==> config.mk <==
export PLATFORM = sky130hd
export DESIGN_NAME = tx_sched
export DESIGN_NICKNAME = d
export VERILOG_FILES = /design/src/rtl/tx_pkg.sv /design/src/rtl/tx_rr_arb.sv /design/src/rtl/tx_sched.sv
export SDC_FILE = /design/constraint.sdc
export NUM_CORES = 1
export LEC_CHECK = 0
export CELL_PAD_IN_SITES_DETAIL_PLACEMENT = 0
export CELL_PAD_IN_SITES_GLOBAL_PLACEMENT = 2
export CORE_ASPECT_RATIO = 0.5
export CORE_MARGIN = 2
export CORE_UTILIZATION = 28
export CTS_CLUSTER_DIAMETER = 80
export DETAILED_ROUTE_END_ITERATION = 10
export GPL_ROUTABILITY_DRIVEN = 0
export GPL_TIMING_DRIVEN = 0
export PLACE_DENSITY_LB_ADDON = 0.1
export SLEW_MARGIN = 20
export SYNTH_ARGS = -nofsm -noshare
export SYNTH_HDL_FRONTEND = slang
export SYNTH_SLANG_ARGS = --single-unit
==> constraint.sdc <==
create_clock -name clk -period 2.5 [get_ports clk]
set_clock_uncertainty 0.2 [all_clocks]
set_input_delay 0.375 -clock clk [delete_from_list [all_inputs] [get_ports clk]]
set_output_delay 0.375 -clock clk [all_outputs]
set_load 0.02 [all_outputs]
==> src/rtl/tx_pkg.sv <==
// tx_pkg: shared types and constants for the transmit scheduler.
//   tx_state_t  - scheduler FSM states
//   EOP_BIT, VALID_BIT, BYTE_MSB - fields of the 16-bit transmit word
//   ABORT_CNT_W - width of the saturating abort counter
//   LOW_CYCLES  - cycles tx_strobe is held low after every strobe
//   sat_inc()   - saturating increment for the abort counter
package tx_pkg;

  typedef enum logic [2:0] {
    ST_IDLE,
    ST_GO,
    ST_WAIT_REQ,
    ST_STROBE,
    ST_LOW,
    ST_IFG,
    ST_ABORT
  } tx_state_t;

  localparam int EOP_BIT     = 15;
  localparam int VALID_BIT   = 14;
  localparam int BYTE_MSB    = 7;
  localparam int ABORT_CNT_W = 8;
  localparam int LOW_CYCLES  = 2;

  function automatic logic [ABORT_CNT_W-1:0] sat_inc(input logic [ABORT_CNT_W-1:0] v);
    return (v == {ABORT_CNT_W{1'b1}}) ? v : v + 1'b1;
  endfunction

endpackage

==> src/rtl/tx_rr_arb.sv <==
// tx_rr_arb: combinational winner pick among frame sources.
//   req    in  NREQ   pending requests
//   ptr    in  PTR_W  round-robin start index
//   winner out NREQ   one-hot winner, all zero when nothing is requested
// Build option TX_SCHED_PRIO_EN: fixed priority (lowest index wins), ptr ignored.
module tx_rr_arb
  import tx_pkg::*;
#(
  parameter int NREQ  = 2,
  parameter int PTR_W = 1
) (
  input  logic [NREQ-1:0]  req,
  input  logic [PTR_W-1:0] ptr,
  output logic [NREQ-1:0]  winner
);

`ifdef TX_SCHED_PRIO_EN
  always_comb begin
    logic found;
    winner = '0;
    found  = 1'b0;
    for (int i = 0; i < NREQ; i++) begin
      if (!found && req[i]) begin
        winner[i] = 1'b1;
        found     = 1'b1;
      end
    end
  end
`else
  // Scan starting at ptr and wrapping, so the source after the last
  // winner gets first chance.
  always_comb begin
    logic found;
    int   idx;
    winner = '0;
    found  = 1'b0;
    idx    = 0;
    for (int k = 0; k < NREQ; k++) begin
      idx = int'(ptr) + k;
      if (idx >= NREQ) idx = idx - NREQ;
      if (!found && req[idx]) begin
        winner[idx] = 1'b1;
        found       = 1'b1;
      end
    end
  end
`endif

endmodule

==> src/rtl/tx_sched.sv <==
// tx_sched: grants one frame source at a time and feeds its words to tx_top.
//   clk, reset_n  clock and asynchronous active-low reset
//   src_req/src_data/src_valid/src_pop  per-source frame word interface
//   grant         one-hot owner of the transmitter
//   tx_go         one-cycle start pulse to tx_top
//   tx_word/tx_strobe  word and strobe to tx_top, tx_request back
//   tx_underrun/tx_overrun  error flags from tx_top
//   busy          scheduler not idle
//   abort_cnt     saturating count of aborted frames
// Build option TX_SCHED_PRIO_EN selects fixed-priority arbitration.
module tx_sched
  import tx_pkg::*;
#(
  parameter int NREQ           = 2,
  parameter int IFG_CYCLES     = 32,
  parameter int TIMEOUT_CYCLES = 4096
) (
  input  logic                   clk,
  input  logic                   reset_n,
  input  logic [NREQ-1:0]        src_req,
  input  logic [16*NREQ-1:0]     src_data,
  input  logic [NREQ-1:0]        src_valid,
  output logic [NREQ-1:0]        src_pop,
  output logic [NREQ-1:0]        grant,
  output logic                   tx_go,
  output logic [15:0]            tx_word,
  output logic                   tx_strobe,
  input  logic                   tx_request,
  input  logic                   tx_underrun,
  input  logic                   tx_overrun,
  output logic                   busy,
  output logic [ABORT_CNT_W-1:0] abort_cnt
);

  localparam int PTR_W = (NREQ > 1) ? $clog2(NREQ) : 1;

  tx_state_t        state;
  logic [PTR_W-1:0] ptr;
  logic [31:0]      cnt;
  logic             err_pend;
  logic             underrun_q;
  logic [NREQ-1:0]  winner;
  logic [15:0]      cur_data;
  logic             cur_valid;
  logic             cur_req;
  logic [PTR_W-1:0] g_idx;
  logic             in_frame;
  logic             err_now;
  logic             err_hit;
  logic             accept;
  logic             abort_done;

  tx_rr_arb #(.NREQ(NREQ), .PTR_W(PTR_W)) u_arb (
    .req    (src_req),
    .ptr    (ptr),
    .winner (winner)
  );

  // Route the granted source's word interface to a single set of signals.
  always_comb begin
    cur_data  = '0;
    cur_valid = 1'b0;
    cur_req   = 1'b0;
    g_idx     = '0;
    for (int i = 0; i < NREQ; i++) begin
      if (grant[i]) begin
        cur_data  = src_data[16*i +: 16];
        cur_valid = src_valid[i];
        cur_req   = src_req[i];
        g_idx     = PTR_W'(i);
      end
    end
  end

  assign in_frame = (state == ST_WAIT_REQ) || (state == ST_STROBE) || (state == ST_LOW);
  assign err_now  = (tx_underrun & ~underrun_q) | tx_overrun;
  assign err_hit  = err_pend | err_now;
  assign accept   = (state == ST_WAIT_REQ) && !err_hit && tx_request && cur_valid;
  assign abort_done = (cur_valid && cur_data[EOP_BIT]) || !cur_req ||
                      (cnt == 32'(TIMEOUT_CYCLES - 1));

  // Pop is combinational so the source sees it in the cycle its word is taken.
  always_comb begin
    src_pop = '0;
    if (accept) src_pop = grant;
    if (state == ST_ABORT && cur_valid) src_pop = grant;
  end

  // Scheduler FSM. cnt is shared by the timeout, LOW and IFG phases and is
  // cleared on every state change.
  always_ff @(posedge clk or negedge reset_n) begin
    if (!reset_n) begin
      state      <= ST_IDLE;
      ptr        <= '0;
      cnt        <= '0;
      err_pend   <= 1'b0;
      underrun_q <= 1'b0;
      grant      <= '0;
      tx_go      <= 1'b0;
      tx_word    <= '0;
      tx_strobe  <= 1'b0;
      busy       <= 1'b0;
      abort_cnt  <= '0;
    end else begin
      underrun_q <= tx_underrun;
      tx_go      <= 1'b0;
      tx_strobe  <= 1'b0;
      // An error seen mid-word is remembered until the LOW phase finishes.
      if (in_frame && err_now) err_pend <= 1'b1;
      else if (!in_frame)      err_pend <= 1'b0;

      case (state)
        ST_IDLE: begin
          if (|src_req) begin
            grant <= winner;
            tx_go <= 1'b1;
            busy  <= 1'b1;
            cnt   <= '0;
            state <= ST_GO;
          end
        end
        ST_GO: begin
          cnt   <= '0;
          state <= ST_WAIT_REQ;
        end
        ST_WAIT_REQ: begin
          if (err_hit || (!accept && cnt == 32'(TIMEOUT_CYCLES - 1))) begin
            abort_cnt <= sat_inc(abort_cnt);
            cnt       <= '0;
            state     <= ST_ABORT;
          end else if (accept) begin
            tx_word   <= cur_data;
            tx_strobe <= 1'b1;
            cnt       <= '0;
            state     <= ST_STROBE;
          end else begin
            cnt <= cnt + 32'd1;
          end
        end
        ST_STROBE: begin
          cnt   <= '0;
          state <= ST_LOW;
        end
        ST_LOW: begin
          if (cnt == 32'(LOW_CYCLES - 1)) begin
            cnt <= '0;
            // A frame whose eop word already went out has nothing left to
            // flush, so an error there must not eat the next frame's words.
            if (tx_word[EOP_BIT]) begin
              state <= ST_IFG;
            end else if (err_hit) begin
              abort_cnt <= sat_inc(abort_cnt);
              state     <= ST_ABORT;
            end else begin
              state <= ST_WAIT_REQ;
            end
          end else begin
            cnt <= cnt + 32'd1;
          end
        end
        ST_IFG: begin
          if (cnt == 32'(IFG_CYCLES - 1)) begin
            grant <= '0;
            busy  <= 1'b0;
            ptr   <= (int'(g_idx) == NREQ - 1) ? '0 : g_idx + 1'b1;
            cnt   <= '0;
            state <= ST_IDLE;
          end else begin
            cnt <= cnt + 32'd1;
          end
        end
        ST_ABORT: begin
          // The timeout also bounds the flush so a silent source cannot
          // hold the transmitter forever.
          if (abort_done) begin
            cnt   <= '0;
            state <= ST_IFG;
          end else begin
            cnt <= cnt + 32'd1;
          end
        end
        default: state <= ST_IDLE;
      endcase
    end
  end

endmodule

==> results of run 1 <==
[cell type report]
class	count	area, sq um	share of cell area, %
Timing Repair Buffer	89	868	16.1
Clock buffer	10	239	4.44
Clock inverter	6	65.1	1.21
Sequential cell	67	1680	31.3
Multi-Input combinational cell	307	2110	39.2
Buffer	20	136	2.54
Inverter	17	63.8	1.19
Tap cell	170	213	3.96
[metrics by stage]
stage                     worst slack, ps  instances  utilization (%)
final                                79.7        686             42.3
after global routing                -39.1        686             42.3
after CTS                           -12.5        681             40.5
after detailed placement             -915        657             36.2
after global placement              -1760        656             36.0
after floorplan                      51.2        415                -
[cell families after synthesis]
family / Yosys count / synth area share, %
AOI/OAI and AO/OA: 125 / 22.0
muxes: 2 / 0.582
xor gates and xnor gates: 7 / 1.68
adders and majority gates: 3 / 1.03
DFF: 67 / 45.9
and+or+nand+nor: 170 / 24.4
buffers and inverters: 41 / 4.45
[worst max-delay path by stage]
stage / startpoint / endpoint / slack [ps] / depth (start not counted)
3_3_place_gp: reset_n / cnt[24] / -1760 / 1
5_1_grt: cnt[19] / abort_cnt[7] / -40 / 7
2_1_floorplan: grant[0] / state[0] / 50 / 9
4_1_cts: state[1] / abort_cnt[7] / -10 / 8
3_5_place_dp: tx_underrun / cnt[26] / -910 / 9
6_report: cnt[2] / cnt[31] / 80 / 7
[worst register-to-register path, stage by stage (launching register included)]
cell     delay, ps
dfrtp_2        410
and3_4         210
and3_4         210
nand3_4         90
or3_4          420
or4_4          420
or3_1          310
o21ai_1         80
[cell usage in the layout, fill, tap and decap left out, types with 6 or more instances in the layout]
cell type	instances
and3_1	11
nor3_1	10
clkbuf_1	6
nor2_1	36
a22oi_1	16
clkdlybuf4s50_1	63
o21ai_0	20
dfrtp_2	6
a21oi_1	38
nand2_1	25
dfrtp_1	61
inv_1	17
nand3_1	30
buf_4	22
a21o_1	7
clkbuf_16	9
or3_1	8
[flip-flops by register name, indices dropped and copies added (netlist names)]
register    flops
tx_go           1
busy            1
state           3
grant           2
tx_word        16
abort_cnt       8
ptr             1
tx_strobe       1
err_pend        1
cnt            32
underrun_q      1
[routing by layer]
layer / vias to the layer above / global-route usage, %
met5: - / 0
met2: 86 / 27.0
met1: 1656 / 25.1
met3: 13 / 4.30
met4: 0 / 3.76
li1: 1726 / -
[report_power, final]
part / switching [W] / internal, W
clock network: 0.000488 / 0.000798
registers: 0.000201 / 0.00129
logic: 0.00152 / 0.00118
[repair_timing]
action,in CTS,in global routing
hold buffers,1,0
gates resized for setup,54,48
setup buffers,8,8
pin swaps,9,7
endpoints found under the hold margin,27,0
setup endpoints to repair,59,55
cloned,0,0
==> summary.txt, run 1 <==
Cells and area
  – Filler instances: 1,314
  – Post-route design area: 0.00538 sq mm
  – Area Growth Syn to Fin: 47.1%
  – Nets: 555
  – Antenna diodes: 0
  – Share of cells above drive strength 1: 20.0%

Die
  – Area of the die: 0.0140 sq mm
  – Rows: 29
  – Starting Density: 28.8%
  – Die height: 84.8 um
  – Core ar.: 0.0127 sq mm
  – IO Pins: 72
  – Die Wd: 166 um

Detailed routing
  – Highest metal used: met4
  – DRT iter0 DRCs: 139
  – WL met2: 5020 um
  – Met3 WL post-DR: 710 um
  – WL met1: 6230 um
  – DRT antenna net count: 0
  – DRC Markers: 0
  – Vias per cell: 5.07
  – Routed vias: 3,481
  – Wire per inst: 17.6 um
  – Final WL: 12,100 um
  – Drt first pass iters: 4

Global route
  – Tot GR Track Use: 17.6%
  – Largest net degree at the start of global routing: 41
  – First-pass GRT wire length: 19,000 um
  – Global route total overflow: 0
  – Initial antenna violation count: 0
  – Vias in the first global route: 3,452

CTS
  – CTS tree: done
  – H-tree depth: 3
  – Clk_lat worst skew: 330 ps
  – Clk slew on worst S/H paths: 60 ps
  – Clock tree buffer depth: 2
  – Number of buffers created by CTS: 9
  – CTS Sinks: 67
  – Root Driver: clkbuf_16

Worst setup path
  – WP data required: 2560 ps
  – Reg2Reg Setup Slack: 80 ps
  – Worst path slowest cell: or3_4
  – CP Buf/Inv Count: 0
  – Critical path arrival: 2480 ps
  – Capture point of the worst reg-to-reg path: cnt[31]
  – Setup crit start kind: flop
  – Cell mode on critical path: and3_4
  – Worst R2R Start: cnt[2]
  – Worst Reg2Reg Path Length in Cells: 7
  – CP delay by family, top: simple AND/OR/NAND/NOR gates
  – Crit Path Category: flop to flop
  – Worst-path maximum fanout: 7
  – CP endpoint kind: flop
  – CP Cell Sequence: and3_4 -> and3_4 -> nand3_4 -> or3_4 -> or4_4 -> or3_1 -> o21ai_1
  – CP max stage delay: 420 ps

Synth
  – Post-synth top area share: 45.9%
  – Cell taking the most area after synthesis: dfrtp_1
  – Cells after Synth: 415
  – Top cells by count, synth: dfrtp_1 (67), a21oi_1 (41), nor2_1 (38), nand3_1 (33), nand2_1 (26)
  – Synthesized cell area: 0.00365 sq mm
  – Unique cell type count in the Yosys netlist: 53
  – Post-synth EDFFs: 0
  – Ys async rst share: 100%
  – Sequential cell area fraction in the yosys report: 45.9%
  – Synthesized area per cell: 8.81 sq um
  – Syn Nets: 459
  – YS warnings: 0
  – Yosys reg bits: 67
  – Synth Flop Type: dfrtp_1
  – Top-count cell post-synth: dfrtp_1
  – Main area contributors after synthesis: dfrtp_1 (46%), a21oi_1 (5.6%), nand3_1 (4.5%)

Place
  – Final HPWL DP: 8440 um
  – I/O Buffers: 71
  – Placed Area: 0.00460 sq mm

STA
  – TNS Setup: 0 ps
  – Worst slew pin tran: 500 ps
  – Worst slew margin: 66.5%
  – RSZ-0062 raised after global routing: yes
  – Endpoints failing hold: 0
  – Fmax: 0.413 GHz
  – Hold_ws: 83.9 ps
  – Slew Limit Fails: 0
  – # setup viols final: 0
  – Fin crit share: 96.8%
  – Tmin final: 2420 ps

Outcome
  – Status: finished clean

Power
  – Pwr Total: 0.00547 W
  – IR drop worst, VDD: 0.395 mV
  – PwrDens: 1020 mW/mm^2
  – Leakage: 2.27 nW

Worst hold path
  – Hold WC Path Type: input pin to flop
  – Hold depth: 1
  – Hold endpoint: underrun_q
  – Hold_sp: tx_underrun

Run
  – Max_cap viols: 0
Note: power is estimated with default switching activity, not from simulation.
==> inputs of run 2 (changes only) <==
--- a/config.mk
+++ b/config.mk
@@ -15,6 +15,7 @@
 export GPL_ROUTABILITY_DRIVEN = 0
 export GPL_TIMING_DRIVEN = 0
 export PLACE_DENSITY_LB_ADDON = 0.1
+export SETUP_SLACK_MARGIN = 0.4
 export SLEW_MARGIN = 20
 export SYNTH_ARGS = -nofsm -noshare
 export SYNTH_HDL_FRONTEND = slang
==> run 2 against run 1 <==
  * Utilization is 6.4 points higher
  * First-iteration DRC count is 56% higher
  * Via count is 5.4% higher
  * Largest cell class unchanged
  * Critical endpoint unchanged
  * Power is 21% higher
  * Register-to-register slack hardly changed
  * Final area is 15% higher
  * Hold slack better by 120 ps
  * Maximum frequency is 0.17% lower
  * Wire length is 6.7% higher
  * Highest routed layer unchanged
  * Clock power is 10% higher
==> summary.txt, run 2 (same netlist as run 1, synthesis figures left out) <==
Outcome
  – Status: finished clean

CTS
  – Clock tree buffer depth: 2
  – Clk_lat worst skew: 340 ps
  – Clk slew on worst S/H paths: 60 ps
  – CTS tree: done
  – CTS Sinks: 67
  – Root Driver: clkbuf_16
  – H-tree depth: 3
  – Number of buffers created by CTS: 9

Worst hold path
  – Hold endpoint: underrun_q
  – Hold_sp: tx_underrun
  – Hold depth: 1
  – Hold WC Path Type: input pin to flop

STA
  – Fin crit share: 97.0%
  – Endpoints failing hold: 0
  – Worst slew margin: 63.8%
  – Setup slack after layout: 75.5 ps
  – RSZ-0062 raised after global routing: yes
  – Fmax: 0.412 GHz
  – Tmin final: 2420 ps
  – # setup viols final: 0
  – Worst slew pin tran: 540 ps
  – Slew Limit Fails: 0

Worst setup path
  – CP Cell Sequence: and3_4 -> and3_4 -> nand3_4 -> or3_4 -> or4_4 -> or3_1 -> o21ai_1
  – CP endpoint kind: flop
  – Setup crit start kind: flop
  – WP data required: 2570 ps
  – Capture point of the worst reg-to-reg path: cnt[31]
  – Reg2Reg Setup Slack: 80 ps
  – Worst Reg2Reg Path Length in Cells: 7
  – Crit Path Category: flop to flop
  – Worst-path maximum fanout: 3
  – Critical path arrival: 2490 ps
  – Worst R2R Start: cnt[4]
  – CP max stage delay: 420 ps
  – Worst path slowest cell: or4_4
  – Cell mode on critical path: and3_4

Cells and area
  – Multi-input logic area: 0.00249 sq mm
  – Finished Core Util: 48.7%
  – Filler instances: 1,255
  – Register cell area after layout: 0.00170 sq mm
  – Largest register by flop count: cnt
  – Most common cell after layout, fill and taps aside: clkdlybuf4s50_1
  – Antenna diodes: 0
  – Commonest non-fill, non-tap cells in the layout: clkdlybuf4s50_1 (61), dfrtp_1 (49), buf_4 (46), nor2_1 (28), nand3_1 (27)
  – Share of cells above drive strength 1: 37.4%
  – Nets: 590
  – Top Registers: cnt x32, tx_word x16, abort_cnt x8
  – Area Growth Syn to Fin: 69.3%
  – Max reg flops: 32

Die
  – Core ar.: 0.0127 sq mm
  – Starting Density: 28.8%
  – Rows: 29
  – Area of the die: 0.0140 sq mm
  – Die height: 84.8 um
  – Die Wd: 166 um
  – IO Pins: 72

Global route
  – Global route total overflow: 0
  – Largest net degree at the start of global routing: 36
  – Tot GR Track Use: 18.3%
  – Vias in the first global route: 3,576
  – Initial antenna violation count: 0
  – First-pass GRT wire length: 19,700 um

Detailed routing
  – Vias per cell: 5.09
  – Final WL: 12,900 um
  – Routed vias: 3,668
  – DRT antenna net count: 0
  – Drt first pass iters: 4
  – DRC Markers: 0
  – DRT iter0 DRCs: 217
  – Wire per inst: 17.9 um

Power
  – PwrDens: 1070 mW/mm^2
  – Leakage: 2.54 nW
  – IR drop worst, VDD: 0.397 mV

Place
  – Pre-CTS setup slack: -490 ps
  – Final HPWL DP: 8410 um
  – I/O Buffers: 71

Run
  – Max_cap viols: 0
-- run 2: cell types whose count changed in the layout (fill, tap and decap cells not counted), moves of 12 or more --
cell,change
dfrtp_1,-12
buf_4,+24
dfrtp_2,+12
a21oi_1,-12
-- run 2: layout make-up --
type / instances / share of cell area (%)
inverter: 17 / 1.07
buffer: 24 / 3.76
tap: 170 / 3.44
clock buffer: 9 / 3.64
timing repair buffer: 120 / 18.8
sequential: 67 / 27.5
multi-input combinational: 307 / 40.2
clock inverter: 7 / 1.64
-- run 2: report_power, final --
part	switching [W]	internal, W	leakage, nW
Clock	0.000535	0.000880	0.152
Combinational	0.00190	0.00182	1.52
Sequential	0.000177	0.00129	0.869
-- run 2: stage by stage --
step	hold slack, ps	instances	total power [W]	cell area (sq um)	TNS [ps]
after floorplan	-121	415	0.00300	3790	0
after global placement	264	656	0.00394	4710	-140470
after detailed placement	182	657	0.00394	4730	-18120
after CTS	190	697	0.00584	5510	0
after global routing	206	721	0.00701	6190	-0.0786
final	204	721	0.00661	6190	0
-- run 2: worst max-delay path, delay by kind of cell, from the launching register on --
family	cells	cell delay [ps]
AOI/OAI and AO/OA	1	80
DFF	1	390
and+or+nand+nor	6	1670
-- run 2: worst max path at each step --
stage                     slack, ps        to   startpoint
after floorplan                 140   cnt[31]       cnt[2]
after global placement        -2110  grant[0]      reset_n
after detailed placement       -490   cnt[15]  tx_underrun
after CTS                        70   cnt[31]       cnt[4]
after global routing          -0.08   cnt[31]      cnt[12]
final                            80   cnt[31]       cnt[4]
-- run 2: metal layers --
layer	vias to the layer above	track usage, %	share of wire (%)
li1	1805	-	-
met3	8	4.79	5.5
met1	1786	26.1	51
met4	0	3.13	0.64
met5	-	0	0
met2	69	28.1	43
-- run 2: timing repair --
item                                    4_1_cts  5_1_grt
endpoints found under the hold margin        34        0
resized for setup                            83      118
hold buffers                                  1        0
endpoints found under the setup margin       67       65
setup buffers                                23       20
gates cloned                                  0        4
pin swaps                                    21       24
==> inputs of run 3 (changes only) <==
--- a/config.mk
+++ b/config.mk
@@ -5,6 +5,7 @@
 export SDC_FILE = /design/constraint.sdc
 export NUM_CORES = 1
 export LEC_CHECK = 0
+export CAP_MARGIN = 30
 export CELL_PAD_IN_SITES_DETAIL_PLACEMENT = 0
 export CELL_PAD_IN_SITES_GLOBAL_PLACEMENT = 2
 export CORE_ASPECT_RATIO = 0.5
==> results of run 3 <==
Final layout, timing and power as in run 2 (identical DEF).
==> patch, RTL diff (config.mk and constraints of run 3) <==
Build with the macro `TX_SCHED_PRIO_EN` defined.
--- a/src/rtl/tx_rr_arb.sv
+++ b/src/rtl/tx_rr_arb.sv
@@ -5,2 +5,4 @@
 // Build option TX_SCHED_PRIO_EN: fixed priority (lowest index wins), ptr ignored.
+`define TX_SCHED_PRIO_EN
+
 module tx_rr_arb
Formal check against the unedited RTL: same outputs for any inputs over 10 cycles, from zero or initial values and one cycle with reset_n low; that may be too few to reach the edited logic, so the function may still have changed.
==> patch against run 3 <==
- cell area down 6.7%
- sequential share of layout area is 1.5 points higher
- global-route usage shrank 0.49 points
- die area up 0.17%
- routed wire length fell by 6.2%
- power fell by 15%
- sequential cell count fell by 1
- clock power is 6% lower
- worst setup slack got worse by 0.028 ns
- synthesized area grew 0.17%
- critical path type unchanged
- critical endpoint is now cnt[9]$_DFFE_PN0P_
- largest cell class unchanged
==> patch: results (changes against run 3) <==
* Met3 Routed Length at 544 um (-24%)
* CP startpoint: cnt[1]$_DFFE_PN0P_
* Share of cells above drive strength 1 at 0.3100 (-0.06385)
* Achievable Freq at 407.8 MHz (-1.1%)
* Mean Syn Cell Area at 9.130 um^2 (+3.7%)
* Non-CTS buffers at 139 (-3.5%)
* Routing usage on met2 at 0.2576 (-0.02376)
* Worst IR Drop VDD at 443.9 uV (+12%)
* Reg2Reg Depth at 9 (+2)
* Fillers at 1246 (-0.72%)
* Nets at 568 (-3.7%)
* Leak at 2.412 nW (-5.1%)
* Flop pwr share at 0.257 (+0.035)
* Final instance area at 0.005773 mm^2 (-6.7%)
* Area occupied by multi-input gates at 0.002243 mm^2 (-9.8%)
* Number of multi-input logic gates at 299 (-2.6%)
* Number of global-route vias before repair at 3495 (-2.3%)
* Placed cell area at 0.004690 mm^2 (-0.79%)
* Share of the synthesized area in the top cell type at 0.4511 (-0.007619)
* Syn nets at 445 (-3.1%)
* CLK BUF at 14 (+5)
* Worst Min Path Start: tx_word[11]$_DFFE_PN0P_
* Logic power comb at 2.86 mW (-23%)
* Metal2 WL at 4.998 mm (-9.6%)
* Register area at 0.001670 mm^2 (-1.7%)
* Signal buf overhead at 0.2258 (about the same)
* Met1 Use GR at 0.2668 (+0.005661)
* Die Span X at 165.7 um (about the same)
* Outcome: finished, final reports clean
* CP arrival at 2.45 ns (-0.04 ns)
* Vias/cell at 5.127 (+0.79%)
* Num Clock Sinks at 66 (-1.5%)
* GRT Total Usage at 0.1777 (-0.004916)
* Worst hold path type: reg2reg
* Maximum number of pins on one net before global-route repair at 49 (+36%)
patch: changes by cell type in the layout (fill, tap and decap cells not counted), sizes merged, moves of 9 or more:
cell          run 3  this run
nand4             3        12
a21oi            41        28
a31oi             3        16
inv              18         9
nor2             38        18
or3               9         0
and2              1        10
nand2            26        42
patch: cell families (layout without fill, tap and decap cells):
| group | count (synthesis) | after routing | share of synthesized area |
|---|---|---|---|
| and+or+nand+nor | 163 | 163 | 0.2368 |
| AOI/OAI and AO/OA | 117 | 117 | 0.2174 |
| DFF | 66 | 66 | 0.4511 |
| buffers and inverters | 36 | 164 | 0.04374 |
| xor gates and xnor gates | 10 | 10 | 0.02393 |
| muxes | 6 | 6 | 0.01675 |
| adders and majority gates | 3 | 3 | 0.01025 |
patch: worst max-delay path, cell delays in order, from the launching register on:
cell and delay, ns:
dfrtp_2 0.39, ha_4 0.16, nand3_4 0.08, or4_4 0.56
nor3_4 0.20, o22ai_4 0.16, buf_8 0.17, buf_4 0.19
a21oi_2 0.14, a31oi_1 0.06
